[config.mk]
export PLATFORM = sky130hd
export DESIGN_NAME = line_mem_master
export DESIGN_NICKNAME = d
export VERILOG_FILES = /design/src/rtl/mem_if_pkg.sv /design/src/rtl/mem_stat_counters.sv /design/src/rtl/line_mem_master.sv
export SDC_FILE = /design/constraint.sdc
export NUM_CORES = 1
export LEC_CHECK = 0
export ABC_AREA = 1
export BUFFER_PORTS_ARGS = -buffer_cell sky130_fd_sc_hd__buf_4
export CELL_PAD_IN_SITES_DETAIL_PLACEMENT = 2
export CELL_PAD_IN_SITES_GLOBAL_PLACEMENT = 2
export CORE_AREA = 2 2 275 277
export DETAILED_ROUTE_END_ITERATION = 7
export DIE_AREA = 0 0 277 279
export GPL_TIMING_DRIVEN = 1
export PLACE_DENSITY = 0.73
export SLEW_MARGIN = 20
export SYNTH_ARGS = -nofsm -noshare
export SYNTH_HDL_FRONTEND = slang
export SYNTH_SLANG_ARGS = --single-unit
[constraint.sdc]
create_clock -name clk -period 11.7 [get_ports clk]
set_clock_uncertainty 0.2 [all_clocks]
set_input_delay 0.585 -clock clk [delete_from_list [all_inputs] [get_ports clk]]
set_output_delay 0.585 -clock clk [all_outputs]
set_load 0.02 [all_outputs]
[src/rtl/mem_if_pkg.sv]
// mem_if_pkg
//   Shared types and constants for the 128-bit line slow-memory interface.
//   - state_t   : transaction FSM states of line_mem_master
//   - mem_req_t : one miss request as latched by the master
//   - LINE_ADDR_W / LINE_DATA_W : line address (byte bits [31:4]) and line data widths
package mem_if_pkg;

  localparam int LINE_ADDR_W = 28;
  localparam int LINE_DATA_W = 128;

  typedef enum logic [1:0] {
    IDLE = 2'd0,
    WB   = 2'd1,
    GAP  = 2'd2,
    RD   = 2'd3
  } state_t;

  typedef struct packed {
    logic                   wb;
    logic                   fill;
    logic [LINE_ADDR_W-1:0] wb_addr;
    logic [LINE_DATA_W-1:0] wb_data;
    logic [LINE_ADDR_W-1:0] fill_addr;
  } mem_req_t;

endpackage

[src/rtl/mem_stat_counters.sv]
// mem_stat_counters
//   Three saturating event counters for line_mem_master activity.
//   Only instantiated when MEM_STAT_EN is defined.
// Ports:
//   clk          in   system clock
//   rst          in   synchronous active-high reset, clears all counters
//   i_rd_done    in   a memory read completed this cycle
//   i_wr_done    in   a memory write completed this cycle
//   i_busy       in   master is not IDLE this cycle
//   o_stat_rd    out  completed reads
//   o_stat_wr    out  completed writes
//   o_stat_busy  out  busy cycles
module mem_stat_counters #(
  parameter int CNT_W = 32
) (
  input  logic             clk,
  input  logic             rst,
  input  logic             i_rd_done,
  input  logic             i_wr_done,
  input  logic             i_busy,
  output logic [CNT_W-1:0] o_stat_rd,
  output logic [CNT_W-1:0] o_stat_wr,
  output logic [CNT_W-1:0] o_stat_busy
);

  logic [CNT_W-1:0] r_rd;
  logic [CNT_W-1:0] r_wr;
  logic [CNT_W-1:0] r_busy;

  // Increment that sticks at all-ones instead of wrapping.
  function automatic logic [CNT_W-1:0] sat_inc(input logic [CNT_W-1:0] v);
    return (&v) ? v : v + CNT_W'(1);
  endfunction

  always_ff @(posedge clk) begin
    if (rst) begin
      r_rd   <= '0;
      r_wr   <= '0;
      r_busy <= '0;
    end else begin
      if (i_rd_done) r_rd   <= sat_inc(r_rd);
      if (i_wr_done) r_wr   <= sat_inc(r_wr);
      if (i_busy)    r_busy <= sat_inc(r_busy);
    end
  end

  assign o_stat_rd   = r_rd;
  assign o_stat_wr   = r_wr;
  assign o_stat_busy = r_busy;

endmodule

[src/rtl/line_mem_master.sv]
// line_mem_master
//   Cache-side initiator for the 128-bit line slow-memory protocol. Accepts one
//   miss request at a time, performs an optional victim writeback, then an
//   optional line refill, and reports completion with a one-cycle resp_valid.
//   All outputs are registered.
// Configuration macro:
//   MEM_STAT_EN - when defined, stat_rd/stat_wr/stat_busy count completed reads,
//                 completed writes and non-IDLE cycles (saturating). When
//                 undefined the stat ports are tied to zero.
// Ports:
//   clk, rst                      clock, synchronous active-high reset
//   req_valid / req_ready         request handshake (ready = idle)
//   req_wb, req_fill              writeback / refill enables
//   req_wb_addr, req_wb_data      victim line address / data
//   req_fill_addr                 refill line address
//   resp_valid, resp_data         completion pulse / last refill data
//   mem_read, mem_write           memory strobes (never both high)
//   mem_addr, mem_wdata           memory line address / write data
//   mem_rdata, mem_ready          memory read data / one-cycle completion
//   stat_rd, stat_wr, stat_busy   activity counters
module line_mem_master
  import mem_if_pkg::*;
#(
  parameter int ADDR_W = 28,
  parameter int LINE_W = 128,
  parameter int CNT_W  = 32
) (
  input  logic              clk,
  input  logic              rst,
  input  logic              req_valid,
  output logic              req_ready,
  input  logic              req_wb,
  input  logic              req_fill,
  input  logic [ADDR_W-1:0] req_wb_addr,
  input  logic [LINE_W-1:0] req_wb_data,
  input  logic [ADDR_W-1:0] req_fill_addr,
  output logic              resp_valid,
  output logic [LINE_W-1:0] resp_data,
  output logic              mem_read,
  output logic              mem_write,
  output logic [ADDR_W-1:0] mem_addr,
  output logic [LINE_W-1:0] mem_wdata,
  input  logic [LINE_W-1:0] mem_rdata,
  input  logic              mem_ready,
  output logic [CNT_W-1:0]  stat_rd,
  output logic [CNT_W-1:0]  stat_wr,
  output logic [CNT_W-1:0]  stat_busy
);

  state_t            r_state;
  mem_req_t          r_req;
  logic              r_req_ready;
  logic              r_resp_valid;
  logic [LINE_W-1:0] r_resp_data;
  logic              r_mem_read;
  logic              r_mem_write;
  logic [ADDR_W-1:0] r_mem_addr;
  logic [LINE_W-1:0] r_mem_wdata;

  state_t            w_state_nxt;
  mem_req_t          w_req_nxt;
  logic              w_req_ready_nxt;
  logic              w_resp_valid_nxt;
  logic [LINE_W-1:0] w_resp_data_nxt;
  logic              w_mem_read_nxt;
  logic              w_mem_write_nxt;
  logic [ADDR_W-1:0] w_mem_addr_nxt;
  logic [LINE_W-1:0] w_mem_wdata_nxt;

  // Next-state and next-output logic. Every registered output defaults to
  // holding its value, except the resp_valid pulse which defaults low.
  always_comb begin
    w_state_nxt      = r_state;
    w_req_nxt        = r_req;
    w_req_ready_nxt  = r_req_ready;
    w_resp_valid_nxt = 1'b0;
    w_resp_data_nxt  = r_resp_data;
    w_mem_read_nxt   = r_mem_read;
    w_mem_write_nxt  = r_mem_write;
    w_mem_addr_nxt   = r_mem_addr;
    w_mem_wdata_nxt  = r_mem_wdata;

    unique case (r_state)
      IDLE: begin
        w_mem_read_nxt  = 1'b0;
        w_mem_write_nxt = 1'b0;
        if (req_valid && r_req_ready) begin
          w_req_nxt.wb        = req_wb;
          w_req_nxt.fill      = req_fill;
          w_req_nxt.wb_addr   = LINE_ADDR_W'(req_wb_addr);
          w_req_nxt.wb_data   = LINE_DATA_W'(req_wb_data);
          w_req_nxt.fill_addr = LINE_ADDR_W'(req_fill_addr);
          if (req_wb) begin
            w_state_nxt     = WB;
            w_req_ready_nxt = 1'b0;
            w_mem_write_nxt = 1'b1;
            w_mem_addr_nxt  = req_wb_addr;
            w_mem_wdata_nxt = req_wb_data;
          end else if (req_fill) begin
            w_state_nxt     = RD;
            w_req_ready_nxt = 1'b0;
            w_mem_read_nxt  = 1'b1;
            w_mem_addr_nxt  = req_fill_addr;
          end else begin
            // Nothing to do: complete immediately and stay ready.
            w_resp_valid_nxt = 1'b1;
          end
        end
      end

      WB: begin
        // Keep presenting the latched victim until memory accepts it.
        w_mem_write_nxt = r_req.wb;
        w_mem_addr_nxt  = ADDR_W'(r_req.wb_addr);
        w_mem_wdata_nxt = LINE_W'(r_req.wb_data);
        if (mem_ready) begin
          w_mem_write_nxt = 1'b0;
          if (r_req.fill) begin
            w_state_nxt = GAP;
          end else begin
            w_state_nxt      = IDLE;
            w_resp_valid_nxt = 1'b1;
            w_req_ready_nxt  = 1'b1;
          end
        end
      end

      GAP: begin
        // One dead cycle between write and read; mem_ready is not looked at.
        w_state_nxt    = RD;
        w_mem_read_nxt = 1'b1;
        w_mem_addr_nxt = ADDR_W'(r_req.fill_addr);
      end

      RD: begin
        if (mem_ready) begin
          w_state_nxt      = IDLE;
          w_mem_read_nxt   = 1'b0;
          w_resp_data_nxt  = mem_rdata;
          w_resp_valid_nxt = 1'b1;
          w_req_ready_nxt  = 1'b1;
        end
      end

      default: begin
        w_state_nxt     = IDLE;
        w_req_ready_nxt = 1'b1;
        w_mem_read_nxt  = 1'b0;
        w_mem_write_nxt = 1'b0;
      end
    endcase
  end

  always_ff @(posedge clk) begin
    if (rst) begin
      r_state      <= IDLE;
      r_req_ready  <= 1'b1;
      r_resp_valid <= 1'b0;
      r_resp_data  <= '0;
      r_mem_read   <= 1'b0;
      r_mem_write  <= 1'b0;
      r_mem_addr   <= '0;
      r_mem_wdata  <= '0;
    end else begin
      r_state      <= w_state_nxt;
      r_req_ready  <= w_req_ready_nxt;
      r_resp_valid <= w_resp_valid_nxt;
      r_resp_data  <= w_resp_data_nxt;
      r_mem_read   <= w_mem_read_nxt;
      r_mem_write  <= w_mem_write_nxt;
      r_mem_addr   <= w_mem_addr_nxt;
      r_mem_wdata  <= w_mem_wdata_nxt;
    end
  end

  // Latched request fields are only meaningful while a transaction is open,
  // so they carry no reset.
  always_ff @(posedge clk) begin
    r_req <= w_req_nxt;
  end

  assign req_ready  = r_req_ready;
  assign resp_valid = r_resp_valid;
  assign resp_data  = r_resp_data;
  assign mem_read   = r_mem_read;
  assign mem_write  = r_mem_write;
  assign mem_addr   = r_mem_addr;
  assign mem_wdata  = r_mem_wdata;

`ifdef MEM_STAT_EN
  logic w_rd_done;
  logic w_wr_done;
  logic w_busy;

  assign w_rd_done = (r_state == RD) && mem_ready;
  assign w_wr_done = (r_state == WB) && mem_ready;
  assign w_busy    = (r_state != IDLE);

  mem_stat_counters #(
    .CNT_W (CNT_W)
  ) u_stat (
    .clk         (clk),
    .rst         (rst),
    .i_rd_done   (w_rd_done),
    .i_wr_done   (w_wr_done),
    .i_busy      (w_busy),
    .o_stat_rd   (stat_rd),
    .o_stat_wr   (stat_wr),
    .o_stat_busy (stat_busy)
  );
`else
  assign stat_rd   = '0;
  assign stat_wr   = '0;
  assign stat_busy = '0;
`endif

endmodule

==> run metrics <==
Total Wirelength=86280 µm; RSZ-0062 raised after global routing=no; remaining antenna violation count=0; Fill cells=8206; distinct cell type count after synthesis=21; CP Data Arrival Time=4.05 ns; Critical-path top delay cell=nand2_4; number of synthesized register bits=476; peak supply drop=0.1129 mV; internal power=4.201 mW; switching power=3.002 mW; syn_area_per_cell=8.551 µm²; wire per inst=21.46 µm; vias in the first global route=20860; IO Pins=702; Seq pwr share=33.1%; Overflow after GRT=0; share of cells above drive strength 1=24.00%; Final setup viols=0; die area=77280 µm²; first-pass GRT wire length=129700 µm; status=finished, final reports clean; pin count of the biggest net entering global routing=107; Adder-Cell Fraction of Synth Area=0.4500%; Cell Area, Synth=19460 µm²; Starting Density=26.28%; Hold Buf Count CTS=205; crit start category=flip-flop; Total GRT Usage=21.50%; post-synthesis sequential area ratio=58.53%; # resized after CTS=0; DR vias=18830; XOR/XNOR Fraction of Synth Area=0%; share of the synthesized area in the top cell type=29.83%; ratio of final minimum period to clock period=32.60%; Max Root-Sink Buffers=3; cts bufs inserted=58; Pleak=12.27 nW; worst-path cell chain=inv_1 > ha_1 > buf_4 > inv_1 > nand2_4 > nand3_4 > buf_4 > nand2_1 > a21oi_1; Root Driver=clkbuf_16; Rows=100; routability cong.=0.8178; Skew-Pair Late Insertion Delay=0.60 ns; number of max-cap violations=0; fin util=38.28%; Tmin final=3.814 ns; Post-DP HPWL=55200 µm; slowest stage delay, CP=0.59 ns; input/output buffers=605; Setup TNS=0 ns; critical path class=reg -> reg; PwrDens=254.0 nW/µm²; TritonCTS clock tree=yes; mux contribution to synthesized area=0%; area leader, netlist=dfxtp_1; Post CTS Setup Buffer Count=0; CP Capture Type=flip-flop; Sink Count=476; Residual DRC=0; Area growth syn-to-layout=45.70%; final net count=3319; Synth Area in Compound Gates=7.541%; Die X=277 µm; 1st-iter DRT viols=731; CORE AREA=74070 µm²; clock power share=25.9%; Die Height=279 µm; post-synthesis simple-gate area fraction=25.10%; Slew Limit Headroom=33.25%; fmax=0.2622 GHz; Gate Count Post-Synth=2276; final hold vios=0; HP Class=in -> reg; H-tree depth=2; Slew @ Worst Pin=1.001 ns; Via-to-Cell Ratio=4.683; Comb power frac=41.1%; Clock transition at path regs=0.06 ns; fin. max-slew vios=0; sw frac=41.67%; synth top area cells=dfxtp_1 (30%), edfxtp_1 (29%), nand2_1 (14%); Worst Path Required=11.94 ns; Synth Warn #=0; first-pass iteration count of the detailed router=5; antenna violations before repair=20; largest family of logic cells by synthesized area=simple AND/OR/NAND/NOR gates; CP Max Fanout=62
## stage by stage
| stage | cells | hold WS, ns | power (mW) | setup WS, ns | instance area [µm²] |
|---|---|---|---|---|---|
| floorplan | 2371 | 0.3342 | 4.216 | 2.198 | 19820 |
| global placement | 3697 | 0.2552 | 5.176 | 6.731 | 24300 |
| detailed placement | 3697 | 0.2604 | 5.292 | 7.163 | 24300 |
| CTS | 4010 | 0.0002095 | 7.261 | 7.317 | 28310 |
| global route | 4020 | 0.02549 | 7.656 | 7.629 | 28360 |
| finish | 4020 | 0.04470 | 7.203 | 7.886 | 28360 |
## critical path, delay by kind of cell (launching register included)
family,cells,cell delay (ns)
AO/OA/AOI/OAI,1,0.10
flip-flops,1,0.34
buffers and inverters,4,1.32
AND/OR/NAND/NOR,3,1.34
adder cells (fa/ha/maj),1,0.21
## per-layer routing
layer / up-vias / routed length (µm) / track usage, %
met5: - / 161 / 0
met4: 22 / 3046 / 8.096
met3: 171 / 6068 / 6.594
met2: 541 / 43550 / 38.25
met1: 9329 / 33450 / 24.08
li1: 8762 / - / -
## power by group through the flow
stage	combinational, mW	clock, mW	sequential (mW)
after global routing	3.24	1.99	2.42
final	2.96	1.86	2.38
after floorplan	1.50	0	2.72
after detailed placement	2.88	0	2.41
after global placement	2.79	0	2.39
after CTS	2.96	1.92	2.38
## area by class of cell
| type | count | area (µm²) | area share [%] |
|---|---|---|---|
| multi-input combinational | 1588 | 6865 | 24.21 |
| sequential | 476 | 11390 | 40.17 |
| clock inverter | 22 | 222.7 | 0.7854 |
| inverter | 43 | 167.7 | 0.5913 |
| clock buffer | 86 | 1740 | 6.138 |
| antenna | 9 | 22.52 | 0.07942 |
| tap | 969 | 1212 | 4.276 |
| timing repair buffer | 827 | 6734 | 23.75 |
## sequential cells by signal, indices dropped and copies added (netlist names)
name and count:
r_req 186, mem_wdata 128, resp_data 128, mem_addr 28, r_state 2, mem_read 1, mem_write 1, req_ready 1
resp_valid 1
## cell families (layout without fill, tap and decap cells)
| kind of cell | Yosys count | after routing |
|---|---|---|
| AND/OR/NAND/NOR | 1192 | 1192 |
| flip-flops | 476 | 476 |
| buffers and inverters | 307 | 978 |
| AO/OA/AOI/OAI | 293 | 293 |
| adder cells (fa/ha/maj) | 7 | 7 |
| other | 1 | 105 |
## layout by cell type (no fill, tap or decap), types with 63 or more instances in the layout
| master | count |
|---|---|
| nand2_1 | 700 |
| o21ai_0 | 130 |
| nor2_1 | 292 |
| conb_1 | 96 |
| nand4_1 | 129 |
| edfxtp_1 | 186 |
| a21oi_1 | 159 |
| dlygate4sd3_1 | 205 |
| dfxtp_1 | 290 |
| buf_4 | 621 |
| nand3_1 | 63 |
## cells in the mapped netlist
master / n
clkinv_1: 1
buf_1: 7
nand2_2: 2
conb_1: 1
nor2_1: 293
nor3_1: 1
nand3_1: 65
buf_4: 102
o21ai_0: 130
o21ai_1: 3
ha_1: 7
edfxtp_1: 186
inv_1: 41
a21oi_1: 159
buf_2: 74
clkbuf_1: 81
dfxtp_1: 290
nand4_1: 129
a31oi_1: 1
nand2_1: 702
inv_2: 1
## path summary, 6_finish.rpt
path | to | startpoint | cells past startpoint | slack (ns)
min | resp_data[41] | mem_rdata[41] | 3 | 0.04
max | mem_wdata[93] | r_state[1] | 9 | 7.89
min reg2reg | mem_wdata[24] | mem_wdata[24] | 2 | 0.27
max reg2reg | mem_wdata[93] | r_state[1] | 9 | 7.89
Note: power is estimated with default switching activity, not from simulation.
